<file path="config.mk">
export PLATFORM = sky130hd
export DESIGN_NAME = spi_mem_slave
export DESIGN_NICKNAME = d
export VERILOG_FILES = /design/src/rtl/spi_mem_pkg.sv /design/src/rtl/spi_mem_array.sv /design/src/rtl/spi_mem_slave.sv
export SDC_FILE = /design/constraint.sdc
export NUM_CORES = 1
export LEC_CHECK = 0
export CAP_MARGIN = 20
export CELL_PAD_IN_SITES_DETAIL_PLACEMENT = 2
export CELL_PAD_IN_SITES_GLOBAL_PLACEMENT = 2
export CORE_UTILIZATION = 45
export DETAILED_ROUTE_END_ITERATION = 8
export HOLD_SLACK_MARGIN = 0.15
export PLACE_DENSITY_LB_ADDON = 0.3
export SYNTH_ARGS = -nofsm -noshare
export SYNTH_HDL_FRONTEND = slang
export SYNTH_SLANG_ARGS = --single-unit
</file>
<file path="constraint.sdc">
create_clock -name clk -period 4.7 [get_ports clk]
set_input_delay 0.94 -clock clk [delete_from_list [all_inputs] [get_ports clk]]
set_output_delay 0.94 -clock clk [all_outputs]
set_load 0.005 [all_outputs]
</file>
<file path="src/rtl/spi_mem_pkg.sv">
// Shared definitions for the SPI memory responder: FSM state encoding, frame geometry, range helper.
// Latency: n/a (definitions only).
// Backpressure: n/a; the SPI link has no flow control, the controller polls mem_ready/mem_done.
package spi_mem_pkg;

   localparam int MEM_DEPTH     = 32;
   localparam int WR_FRAME_BITS = 17;  // rw + addr[6:0] + addr[7] + data[7:0]
   localparam int RD_CMD_BITS   = 8;   // rw + addr[6:0]
   localparam int RD_DATA_BITS  = 8;
   // Bits that follow the command byte in a write frame: addr[7] + data[7:0].
   localparam int WR_TAIL_BITS  = WR_FRAME_BITS - RD_CMD_BITS;

   typedef enum logic [2:0] {
      ST_IDLE     = 3'd0,
      ST_SETUP    = 3'd1,
      ST_RX_CMD   = 3'd2,
      ST_RX_WDATA = 3'd3,
      ST_WRITE    = 3'd4,
      ST_RD_PREP  = 3'd5,
      ST_TX_DATA  = 3'd6,
      ST_WAIT_CS  = 3'd7
   } spi_slv_state_t;

   // True when a frame address selects an implemented word.
   function automatic logic addr_in_range(input logic [7:0] addr, input int depth);
      return (32'(addr) < depth);
   endfunction

endpackage

</file>
<file path="src/rtl/spi_mem_array.sv">
// DEPTH x DW register file: one synchronous write port, one combinational read port, sync reset to zero.
// Latency: write visible on rdata the cycle after the we edge; read is combinational.
// Backpressure: none; a write is accepted on every cycle we is high.
// Ports: clk/rst (sync, active-high), we/waddr/wdata write port, raddr/rdata read port.
module spi_mem_array
   import spi_mem_pkg::*;
#(
   parameter int DEPTH  = MEM_DEPTH,
   parameter int DW     = 8,
   parameter int ADDR_W = (DEPTH > 1) ? $clog2(DEPTH) : 1
) (
   input  logic              clk,
   input  logic              rst,
   input  logic              we,
   input  logic [ADDR_W-1:0] waddr,
   input  logic [DW-1:0]     wdata,
   input  logic [ADDR_W-1:0] raddr,
   output logic [DW-1:0]     rdata
);

   logic [DW-1:0] mem [DEPTH];

   always_ff @(posedge clk) begin
      if (rst) begin
         for (int i = 0; i < DEPTH; i++) begin
            mem[i] <= '0;
         end
      end else if (we) begin
         mem[waddr] <= wdata;
      end
   end

   // Callers guarantee raddr < DEPTH before using the result.
   assign rdata = mem[raddr];

endmodule

</file>
<file path="src/rtl/spi_mem_slave.sv">
// SPI responder for the on-chip register memory: deserialises LSB-first frames while cs is low,
// commits writes, serialises reads on miso. Latency: write commit + mem_done one edge after the
// last frame bit; mem_ready one edge after the command byte, read data on the 8 edges after that.
// Backpressure: none; cs high mid-frame aborts back to IDLE with no side effects.
// Ports: clk/rst (sync, active-high), cs (active low), mosi in; miso, mem_ready, mem_done, addr_err out.
module spi_mem_slave
   import spi_mem_pkg::*;
#(
   parameter int DEPTH = MEM_DEPTH,
   parameter int DW    = 8,
   parameter int AW    = 8
) (
   input  logic clk,
   input  logic rst,
   input  logic cs,
   input  logic mosi,
   output logic miso,
   output logic mem_ready,
   output logic mem_done,
   output logic addr_err
);

   localparam int         MAW      = (DEPTH > 1) ? $clog2(DEPTH) : 1;
   localparam logic [4:0] CMD_LAST = 5'(RD_CMD_BITS - 1);
   localparam logic [4:0] WR_LAST  = 5'(WR_TAIL_BITS - 1);
   localparam logic [4:0] TX_LAST  = 5'(RD_DATA_BITS - 1);

   spi_slv_state_t state;
   spi_slv_state_t cur;
   logic [4:0]     cnt;
   logic [AW-1:0]  addr;
   logic [DW-1:0]  wdata;
   logic [DW-1:0]  sreg;
   logic [DW-1:0]  rdata;
   logic [8:0]     rx_sr;
   logic [8:0]     rx_next;
   logic           addr_ok;
   logic           we;

   // The setup (discard) edge is the very first edge that sees cs low, so an IDLE
   // cycle with cs low is handled as SETUP in place rather than one edge later.
   always_comb begin
      cur = state;
      if (state == ST_IDLE && !cs) begin
         cur = ST_SETUP;
      end
   end

   // Receive shifter: newest bit enters at the top, so after N shifts the first
   // bit of the field sits at position 9-N.
   assign rx_next = {mosi, rx_sr[8:1]};
   assign addr_ok = addr_in_range(addr, DEPTH);
   // cs high in WRITE is an abort, so the commit is gated on cs as well.
   assign we      = (state == ST_WRITE) && !cs && addr_ok;

   spi_mem_array #(
      .DEPTH (DEPTH),
      .DW    (DW),
      .ADDR_W(MAW)
   ) u_array (
      .clk  (clk),
      .rst  (rst),
      .we   (we),
      .waddr(addr[MAW-1:0]),
      .wdata(wdata),
      .raddr(addr[MAW-1:0]),
      .rdata(rdata)
   );

   always_ff @(posedge clk) begin
      if (rst) begin
         state     <= ST_IDLE;
         cnt       <= '0;
         addr      <= '0;
         wdata     <= '0;
         sreg      <= '0;
         rx_sr     <= '0;
         miso      <= 1'b0;
         mem_ready <= 1'b0;
         mem_done  <= 1'b0;
         addr_err  <= 1'b0;
      end else begin
         mem_ready <= 1'b0;
         mem_done  <= 1'b0;
         addr_err  <= 1'b0;

         if (cs && state != ST_IDLE && state != ST_WAIT_CS) begin
            // Abort: controller released cs mid-frame.
            state <= ST_IDLE;
            cnt   <= '0;
            miso  <= 1'b0;
         end else begin
            case (cur)
               ST_IDLE: begin
                  cnt  <= '0;
                  miso <= 1'b0;
               end

               ST_SETUP: begin
                  // mosi on this edge is controller setup time, not frame data.
                  addr  <= '0;
                  cnt   <= '0;
                  miso  <= 1'b0;
                  state <= ST_RX_CMD;
               end

               ST_RX_CMD: begin
                  rx_sr <= rx_next;
                  if (cnt == CMD_LAST) begin
                     // rx_next[1] = rw, rx_next[8:2] = addr[6:0]; addr[7] stays 0 for reads.
                     addr  <= {1'b0, rx_next[8:2]};
                     cnt   <= '0;
                     state <= rx_next[1] ? ST_RX_WDATA : ST_RD_PREP;
                  end else begin
                     cnt <= cnt + 5'd1;
                  end
               end

               ST_RX_WDATA: begin
                  rx_sr <= rx_next;
                  if (cnt == WR_LAST) begin
                     // rx_next[0] = addr[7], rx_next[8:1] = data[7:0].
                     addr[AW-1] <= rx_next[0];
                     wdata      <= rx_next[8:1];
                     cnt        <= '0;
                     state      <= ST_WRITE;
                  end else begin
                     cnt <= cnt + 5'd1;
                  end
               end

               ST_WRITE: begin
                  // Commit happens through we; the handshake pulses even for a bad address.
                  mem_done <= 1'b1;
                  addr_err <= !addr_ok;
                  state    <= ST_WAIT_CS;
               end

               ST_RD_PREP: begin
                  sreg      <= addr_ok ? rdata : '0;
                  mem_ready <= 1'b1;
                  addr_err  <= !addr_ok;
                  cnt       <= '0;
                  state     <= ST_TX_DATA;
               end

               ST_TX_DATA: begin
                  miso <= sreg[0];
                  sreg <= sreg >> 1;
                  if (cnt == TX_LAST) begin
                     cnt   <= '0;
                     state <= ST_WAIT_CS;
                  end else begin
                     cnt <= cnt + 5'd1;
                  end
               end

               ST_WAIT_CS: begin
                  // Extra mosi bits while cs stays low are ignored.
                  miso <= 1'b0;
                  if (cs) begin
                     cnt   <= '0;
                     state <= ST_IDLE;
                  end
               end

               default: begin
                  cnt   <= '0;
                  miso  <= 1'b0;
                  state <= ST_IDLE;
               end
            endcase
         end
      end
   end

endmodule
</file>
==> impl_metrics.json, run 1 <==
{
  "ant_nets": 0,
  "maxSlewViolCount": 0,
  "max_cap_violations": 0,
  "cts_root_buf": "clkbuf_16",
  "drc": 0,
  "ys_ff_latch": 305,
  "cp.required_ps": 4870,
  "fillers": 2863,
  "period_needed_ps": 3525,
  "area_growth_pct": 11.79,
  "vdd_drop_max_mv": 0.2157,
  "reg2reg_depth": 5,
  "end_kind": "register",
  "antenna_cells": 0,
  "setup_viol": 0,
  "syn_avg_cell_area_um2": 13.69,
  "wl_um": 43130,
  "dr.pass1.iters": 8,
  "grt_pass1_vias": 9504,
  "start_util_pct": 45.77,
  "drtIter0Drc": 657,
  "worstReg2RegEnd": "u_array.mem[12][0]",
  "clock_latency_ps": 530,
  "grt_pass1_wl_um": 64040,
  "grt_usage_pct": 28.30,
  "synth_nets": 1031,
  "die_w_um": 178.6,
  "cts_tree": "done",
  "hold_violations": 0,
  "drive_above_1_share_pct": 17.89,
  "seq_area_frac_synth_pct": 61.76,
  "tritoncts.num_buffers": 36,
  "outcome": "finished clean",
  "post_cts_resized": 0,
  "p_leak_uw": 0.005381,
  "yosys_warnings": 0,
  "r2r_slack_ps": 1450,
  "cts_num_sinks": 305,
  "cts_buffer_depth": 3,
  "ys.flop_type": "edfxtp_1",
  "gp_congestion": 0.8231,
  "layout.nets": 1044,
  "crit_type": "input pin to register",
  "crit_fanout": 9,
  "holdBufCountCts": 0,
  "routedWlPerCell_um": 29.58,
  "die_height_um": 178.6,
  "via_count": 8654,
  "max_slew_margin_pct": 22.68,
  "utilization_pct": 51.16,
  "antenna_found_initial": 0,
  "h-tree-depth": 2,
  "worstReg2RegStart": "state[1]",
  "worstHoldStart": "addr[5]",
  "max_freq_mhz": 283.7,
  "coreArea_um2": 30670,
  "hp-class": "register to register",
  "overflow": 0,
  "dieArea_um2": 31900,
  "start_kind": "input pin",
  "holdWs_ps": 464.4,
  "grt_max_degree": 69,
  "power_uw": 5989,
  "multi_input_area_um2": 5050,
  "finalClockSkew_ps": 12.80,
  "clkTransAtPathRegs_ps": 60,
  "synth_edf_count": 256,
  "min_to": "addr[5]",
  "final-seq-area_um2": 8686,
  "num_rows": 64,
  "synthCells": 1025,
  "ios": 8,
  "power.density_nw_per_um2": 381.7,
  "numPortBuffers": 7,
  "worst_pin_slew_ps": 1160,
  "synth_area_um2": 14040,
  "cts_setup_buffers": 0,
  "rsz0062_at_grt": "no",
  "hold_depth": 2,
  "drt-vias-per-instance": 5.936,
  "ys_types": 64,
  "dp_hpwl_um": 27550,
  "cp.arrival_ps": 3700,
  "finalSetupTns_ps": 0,
  "async_reset_ff_share_pct": 0,
  "fin_crit_sh_pct": 75.00
}
==> registers in the layout, indices dropped and copies added (netlist names), named ones only <==
register     flops
sreg             8
wdata            8
u_array.mem    256
rx_sr            8
addr_err         1
state            3
mem_ready        1
miso             1
addr             8
cnt              5
mem_done         1
==> worst max path at each step <==
| stage | startpoint | to | slack [ps] | depth (start not counted) |
|---|---|---|---|---|
| floorplan | cs | u_array.mem[28][0] | 1890 | 6 |
| global placement | cs | u_array.mem[12][2] | 850 | 6 |
| detailed placement | cs | u_array.mem[12][0] | 640 | 6 |
| CTS | cs | u_array.mem[12][3] | 1190 | 6 |
| global route | cs | u_array.mem[12][3] | 1050 | 6 |
| finish | cs | u_array.mem[12][0] | 1180 | 6 |
==> power breakdown <==
part	leakage [uW]	internal, uW	switching, uW
clock	0.000544	1600	1120
sequential	0.00289	3030	56.7
combinational	0.00195	63.1	120
==> cell type report <==
cell class	count	area share, %
clock buffers	43	6.044
repair buffers	40	1.993
clock inverters	19	1.076
inverters	8	0.1914
multi-input cells	647	32.18
flip-flops and latches	305	55.35
well taps	396	3.158
==> metrics by stage <==
| step | cell area (um2) | cells | setup WS (ps) |
|---|---|---|---|
| final | 15690 | 1458 | 1175 |
| after global routing | 15690 | 1458 | 1047 |
| after CTS | 15690 | 1458 | 1189 |
| after detailed placement | 14570 | 1396 | 644.6 |
| after global placement | 14570 | 1396 | 846.2 |
| after floorplan | 14040 | 1025 | 1887 |
==> kinds of logic (layout without fill, tap and decap cells) <==
logic type | count (synthesis) | after routing | synth area share [%]
compound gates | 91 | 91 | 4.520
xor+xnor | 6 | 6 | 0.3744
fa+ha+maj | 2 | 2 | 0.1783
buf+inv | 73 | 110 | 2.264
flops | 305 | 305 | 61.76
mux | 101 | 101 | 12.13
simple gates | 447 | 447 | 18.77
==> cells in the final DEF, fill, tap and decap left out, drive strengths merged, types with 6 or more instances in the layout <==
| cell | synthesis | final |
|---|---|---|
| clkinv | 1 | 14 |
| nand2 | 24 | 24 |
| nand2b | 7 | 7 |
| mux2i | 43 | 43 |
| dfxtp | 49 | 49 |
| mux4 | 55 | 55 |
| clkdlybuf4s50 | 0 | 6 |
| nor2 | 73 | 73 |
| inv | 7 | 9 |
| nand3b | 6 | 6 |
| edfxtp | 256 | 256 |
| nor2b | 8 | 8 |
| and2 | 261 | 261 |
| or2 | 32 | 32 |
| nand3 | 15 | 15 |
| a221oi | 6 | 6 |
| a21oi | 25 | 25 |
| o21ai | 12 | 12 |
| clkbuf | 47 | 43 |
| buf | 18 | 34 |
| a22oi | 9 | 9 |
==> cell usage after synthesis, types with 7 or more instances <==
library cell | count | area [um2]
mux2i_1 | 43 | 430.4
edfxtp_1 | 256 | 7687
or2_2 | 25 | 156.4
nand2b_1 | 7 | 43.79
clkbuf_1 | 47 | 176.4
mux4_2 | 55 | 1239
o21ai_0 | 12 | 60.06
buf_4 | 7 | 52.55
nor2_1 | 64 | 240.2
or2_1 | 7 | 43.79
nor2_4 | 8 | 90.09
dfxtp_1 | 49 | 980.9
nor2b_1 | 8 | 50.05
inv_1 | 7 | 26.28
nand2_1 | 24 | 90.09
a22oi_1 | 9 | 67.56
buf_2 | 8 | 40.04
and2_1 | 261 | 1633
nand3_1 | 15 | 75.07
a21oi_1 | 25 | 125.1
==> routing by layer <==
layer / wire length (um) / track usage [%]
met4: 1097 / 8.404
met5: 0 / 0
met3: 1677 / 3.602
met1: 18500 / 37.26
met2: 21860 / 48.76
==> worst max-delay path: stages <==
cell             delay, ps
clkdlybuf4s50_1        430
or3_4                  410
nor3_2                 290
or3b_1                 860
nor2_4                 380
or2_1                  390
Note: power is estimated with default switching activity, not from simulation.
==> run 2, diff against run 1 <==
==> constraint.sdc (replaced) <==
create_clock -name clk -period 3.4 [get_ports clk]
set_input_delay 0.68 -clock clk [delete_from_list [all_inputs] [get_ports clk]]
set_output_delay 0.68 -clock clk [all_outputs]
set_load 0.005 [all_outputs]
==> run 2 against run 1 <==
Against the previous run: largest cell class unchanged; cell area up 1.3%; non-clock buffer count up 19; critical path depth up 1; global-route usage up 0.37 points; hold slack worse by 12 ps; die area unchanged; routed wire length up 0.64%; clock power up 44%; worst setup slack worse by 810 ps; final cell count up 1.4%.
==> impl_metrics.json, run 2 (synthesis results as in run 1) <==
{
  "maxSlewViolCount": 0,
  "end_kind": "register",
  "outcome": "finished clean",
  "wl_um": 43410,
  "dp_hpwl_um": 28200,
  "crit_buf_inv": 2,
  "hp-class": "register to register",
  "max_stage_delay_ps": 490,
  "tritoncts.num_buffers": 35,
  "via_count": 8781,
  "cts_root_buf": "clkbuf_16",
  "crit_type": "input pin to register",
  "power.density_nw_per_um2": 531.2,
  "finalClockSkew_ps": 15.87,
  "holdBufCountCts": 0,
  "numPortBuffers": 7,
  "max_cap_violations": 0,
  "antenna_cells": 0,
  "largest_reg_flops": 256,
  "drc": 0,
  "cts_num_sinks": 305,
  "period_needed_ps": 3034,
  "grt_max_degree": 69,
  "start_kind": "input pin",
  "worst_path_dominant_cell_family": "simple AND/OR/NAND/NOR gates",
  "rsz0062_at_grt": "no",
  "grt_pass1_wl_um": 65010,
  "setup_viol": 0,
  "max_slew_margin_pct": 38.58,
  "layout.nets": 1062,
  "dr.pass1.iters": 5,
  "die_w_um": 178.6,
  "h-tree-depth": 2,
  "postPlaceCellArea_um2": 14720,
  "max_freq_mhz": 329.6,
  "drive_above_1_share_pct": 19.41,
  "critPathSlowestCell": "or3b_1",
  "vdd_drop_max_mv": 0.3468,
  "crit_fanout": 9,
  "worst_pin_slew_ps": 921.4,
  "antenna_found_initial": 1,
  "ant_nets": 0,
  "coreArea_um2": 30670,
  "drt-vias-per-instance": 5.941,
  "layout_common_cells": "261 x and2_1, 256 x edfxtp_1, 64 x nor2_1",
  "fin_cells": 1478,
  "num_rows": 64,
  "final_area_um2": 15890,
  "overflow": 0,
  "cp.required_ps": 3580,
  "routedWlPerCell_um": 29.37,
  "post_cts_resized": 0,
  "fin_crit_sh_pct": 89.24,
  "clkTransAtPathRegs_ps": 60,
  "dieArea_um2": 31900,
  "grt_usage_pct": 28.67,
  "gp_congestion": 0.8161,
  "final_common_cell": "and2_1",
  "clock_latency_ps": 530,
  "area_growth_pct": 13.21,
  "regMostFlops": "u_array.mem",
  "grt_pass1_vias": 9693,
  "ios": 8,
  "p_leak_uw": 0.005497,
  "holdWs_ps": 452.8,
  "die_height_um": 178.6,
  "cts_setup_buffers": 0,
  "cts_buffer_depth": 3,
  "drtIter0Drc": 721,
  "utilization_pct": 51.81,
  "path_cells": "clkdlybuf4s50_1 > or3_4 > nor3_2 > or3b_1 > buf_4 > nor2_4 > or2_1",
  "place_inst": 1415,
  "cts_tree": "done",
  "hold_violations": 0,
  "cp.arrival_ps": 3210,
  "power_uw": 8441,
  "start_util_pct": 45.77
}
run 2: metal layers:
| metal | share of wire, % | wire [um] | track usage [%] | up-vias |
|---|---|---|---|---|
| met3 | 6.1 | 2641 | 5.691 | 80 |
| met2 | 50 | 21610 | 48.71 | 282 |
| met5 | 0 | 0 | 0 | - |
| met1 | 41 | 17760 | 36.33 | 4622 |
| met4 | 3.2 | 1400 | 10.10 | 0 |
| li1 | - | - | - | 3797 |
run 2: area by class of cell:
cell class	count	area (um2)
clock buffers	44	952.2
clock inverters	19	221.5
fillers	2799	14780
inverters	8	30.03
multi-input cells	647	5050
flip-flops and latches	305	8686
well taps	396	495.5
repair buffers	59	455.4
run 2: final timing paths:
path	from	endpoint	slack (ps)	cells after the start
min reg2reg	addr[5]	addr[5]	450	2
max	cs	u_array.mem[0][3]	370	7
min	addr[5]	addr[5]	450	2
max reg2reg	addr[6]	u_array.mem[0][3]	530	6
run 2: power breakdown:
part           switching, uW  internal, uW  total (uW)
Combinational            175          90.4         266
Sequential              70.4          4190        4260
Clock                   1550          2370        3920
Total                   1800          6640        8440
run 2: worst register-to-register path: stages (launching register included):
cell,delay [ps]
dfxtp_1,300
or3_1,490
nor3_2,380
or3b_1,490
buf_4,270
nor2_4,220
or2_1,370
run 2: stage by stage:
stage | TNS (ps) | setup WS, ps
floorplan | 0 | 846.7
global placement | 0 | 32.17
detailed placement | -3071 | -104.0
CTS | 0 | 414.7
global route | 0 | 286.7
finish | 0 | 366.0
==> run 3, diff against run 2 <==
--- a/config.mk
+++ b/config.mk
@@ -11,6 +11,7 @@
 export CORE_UTILIZATION = 45
 export DETAILED_ROUTE_END_ITERATION = 8
 export HOLD_SLACK_MARGIN = 0.15
+export MAX_ROUTING_LAYER = met4
 export PLACE_DENSITY_LB_ADDON = 0.3
 export SYNTH_ARGS = -nofsm -noshare
 export SYNTH_HDL_FRONTEND = slang
==> run 3 against run 2 <==
Against the previous run: clock skew is 1.4 ps lower; largest cell class unchanged; cell area stayed put; global-route usage grew 0.91 points; sequential share of layout area stayed put; hold slack about the same; sequential power barely moved; largest power group unchanged; non-clock buffer count did not move; final cell count stayed put; fmax up 0.40%.
==> impl_metrics.json, run 3 (synthesis results as in run 1) <==
{
  "outcome": "finished clean",
  "overflow": 0,
  "layout_common_cells": "261 x and2_1, 256 x edfxtp_1, 64 x nor2_1",
  "p_int_uw": 6643,
  "wl_met3_um": 2374,
  "wl_um": 43540,
  "end_kind": "register",
  "die_w_um": 178.6,
  "dr.pass1.iters": 5,
  "r2r_slack_ps": 530,
  "ios": 8,
  "holdBufCountCts": 0,
  "drc": 0,
  "cp.arrival_ps": 3190,
  "drive_above_1_share_pct": 19.41,
  "utilization_pct": 51.81,
  "dieArea_um2": 31900,
  "crit_type": "input pin to register",
  "num_rows": 64,
  "clockPowerShare_pct": 46.4,
  "ant_nets": 0,
  "grt_max_degree": 69,
  "grt_pass1_vias": 9706,
  "antenna_found_initial": 1,
  "fin_cells": 1478,
  "place_inst": 1415,
  "cts_root_buf": "clkbuf_16",
  "post_cts_resized": 0,
  "routed-wl-met2_um": 21810,
  "fillers": 2799,
  "hold_depth": 2,
  "clkTransAtPathRegs_ps": 60,
  "coreArea_um2": 30670,
  "max_cap_violations": 0,
  "sequentialPowerShare_pct": 50.4,
  "setup_viol": 0,
  "start_kind": "input pin",
  "max_slew_margin_pct": 38.38,
  "reg2reg_depth": 6,
  "hold_violations": 0,
  "tritoncts.num_buffers": 35,
  "power_frac_comb_pct": 3.2,
  "fin_crit_sh_pct": 88.88,
  "crit_fanout": 9,
  "cts_tree": "done",
  "maxSlewViolCount": 0,
  "cp.required_ps": 3570,
  "dp_hpwl_um": 28200,
  "grt_pass1_wl_um": 65060,
  "power.density_nw_per_um2": 531.5,
  "grt_usage_pct": 29.58,
  "antenna_cells": 0,
  "p_leak_uw": 0.005497,
  "m1WireLength_um": 17900,
  "hp-class": "register to register",
  "regMostFlops": "u_array.mem",
  "h-tree-depth": 2,
  "max_freq_mhz": 330.9,
  "via_count": 8786,
  "cts_buffer_depth": 3,
  "cts_num_sinks": 305,
  "drtIter0Drc": 642,
  "vdd_drop_max_mv": 0.3484,
  "gp_congestion": 0.8282,
  "routedWlPerCell_um": 29.46,
  "p_switching_uw": 1802,
  "area_growth_pct": 13.21,
  "period_needed_ps": 3022,
  "drt-vias-per-instance": 5.945,
  "final_common_cell": "and2_1",
  "start_util_pct": 45.77,
  "layout.nets": 1062,
  "finalClockSkew_ps": 14.44,
  "rsz0062_at_grt": "no",
  "clock_latency_ps": 520,
  "pre_cts_ws_ps": -104.0,
  "worst_pin_slew_ps": 924.3,
  "numPortBuffers": 7,
  "die_height_um": 178.6,
  "cts_setup_buffers": 0,
  "swShare_pct": 21.34,
  "routed.top_layer": "met4",
  "largest_reg_flops": 256,
  "setup_slack_ps": 378.1
}
-- run 3: cell counts in the layout (fill, tap and decap cells not counted) --
No cell type changed its count.
-- run 3: area by class of cell --
cell class                      instances  area [um2]  area share, %
Tap cell                              396       495.5          3.118
Inverter                                8       30.03         0.1890
Clock inverter                         19       221.5          1.394
Multi-Input combinational cell        647        5050          31.78
Sequential cell                       305        8686          54.66
Timing Repair Buffer                   59       455.4          2.866
Clock buffer                           44       952.2          5.992
-- run 3: power by group through the flow --
stage	Clock [uW]	Sequential, uW	Combinational (uW)
2_1_floorplan	0	4290	173
3_3_place_gp	0	4320	247
3_5_place_dp	0	4330	264
4_1_cts	3970	4260	267
5_1_grt	4110	4270	284
6_report	3920	4260	266
-- run 3: per-stage QoR --
| step | power (uW) | setup TNS (ps) | cell area, um2 | hold WS [ps] |
|---|---|---|---|---|
| CTS | 8491 | 0 | 15890 | 451.7 |
| detailed placement | 4598 | -3071 | 14720 | 444.0 |
| finish | 8445 | 0 | 15890 | 452.7 |
| global route | 8665 | 0 | 15890 | 469.0 |
| global placement | 4564 | 0 | 14720 | 442.0 |
| floorplan | 4461 | 0 | 14040 | 426.5 |
-- run 3: path summary, 6_finish.rpt --
kind / start / end
hold / removal: addr[6] / addr[6]
hold reg to reg: addr[6] / addr[6]
setup / recovery: cs / u_array.mem[12][4]
setup reg to reg: addr[6] / u_array.mem[12][4]
-- run 3: per-layer routing --
layer,vias up,GRT usage (%)
met4,0,10.10
met2,252,49.19
met5,-,-
met3,87,5.691
met1,4646,36.05
li1,3801,-
-- run 3: worst max-delay path, stage by stage --
cell,delay (ps)
clkdlybuf4s50_1,450
or3_4,400
nor3_2,330
or3b_1,480
buf_4,260
nor2_4,220
or2_1,380
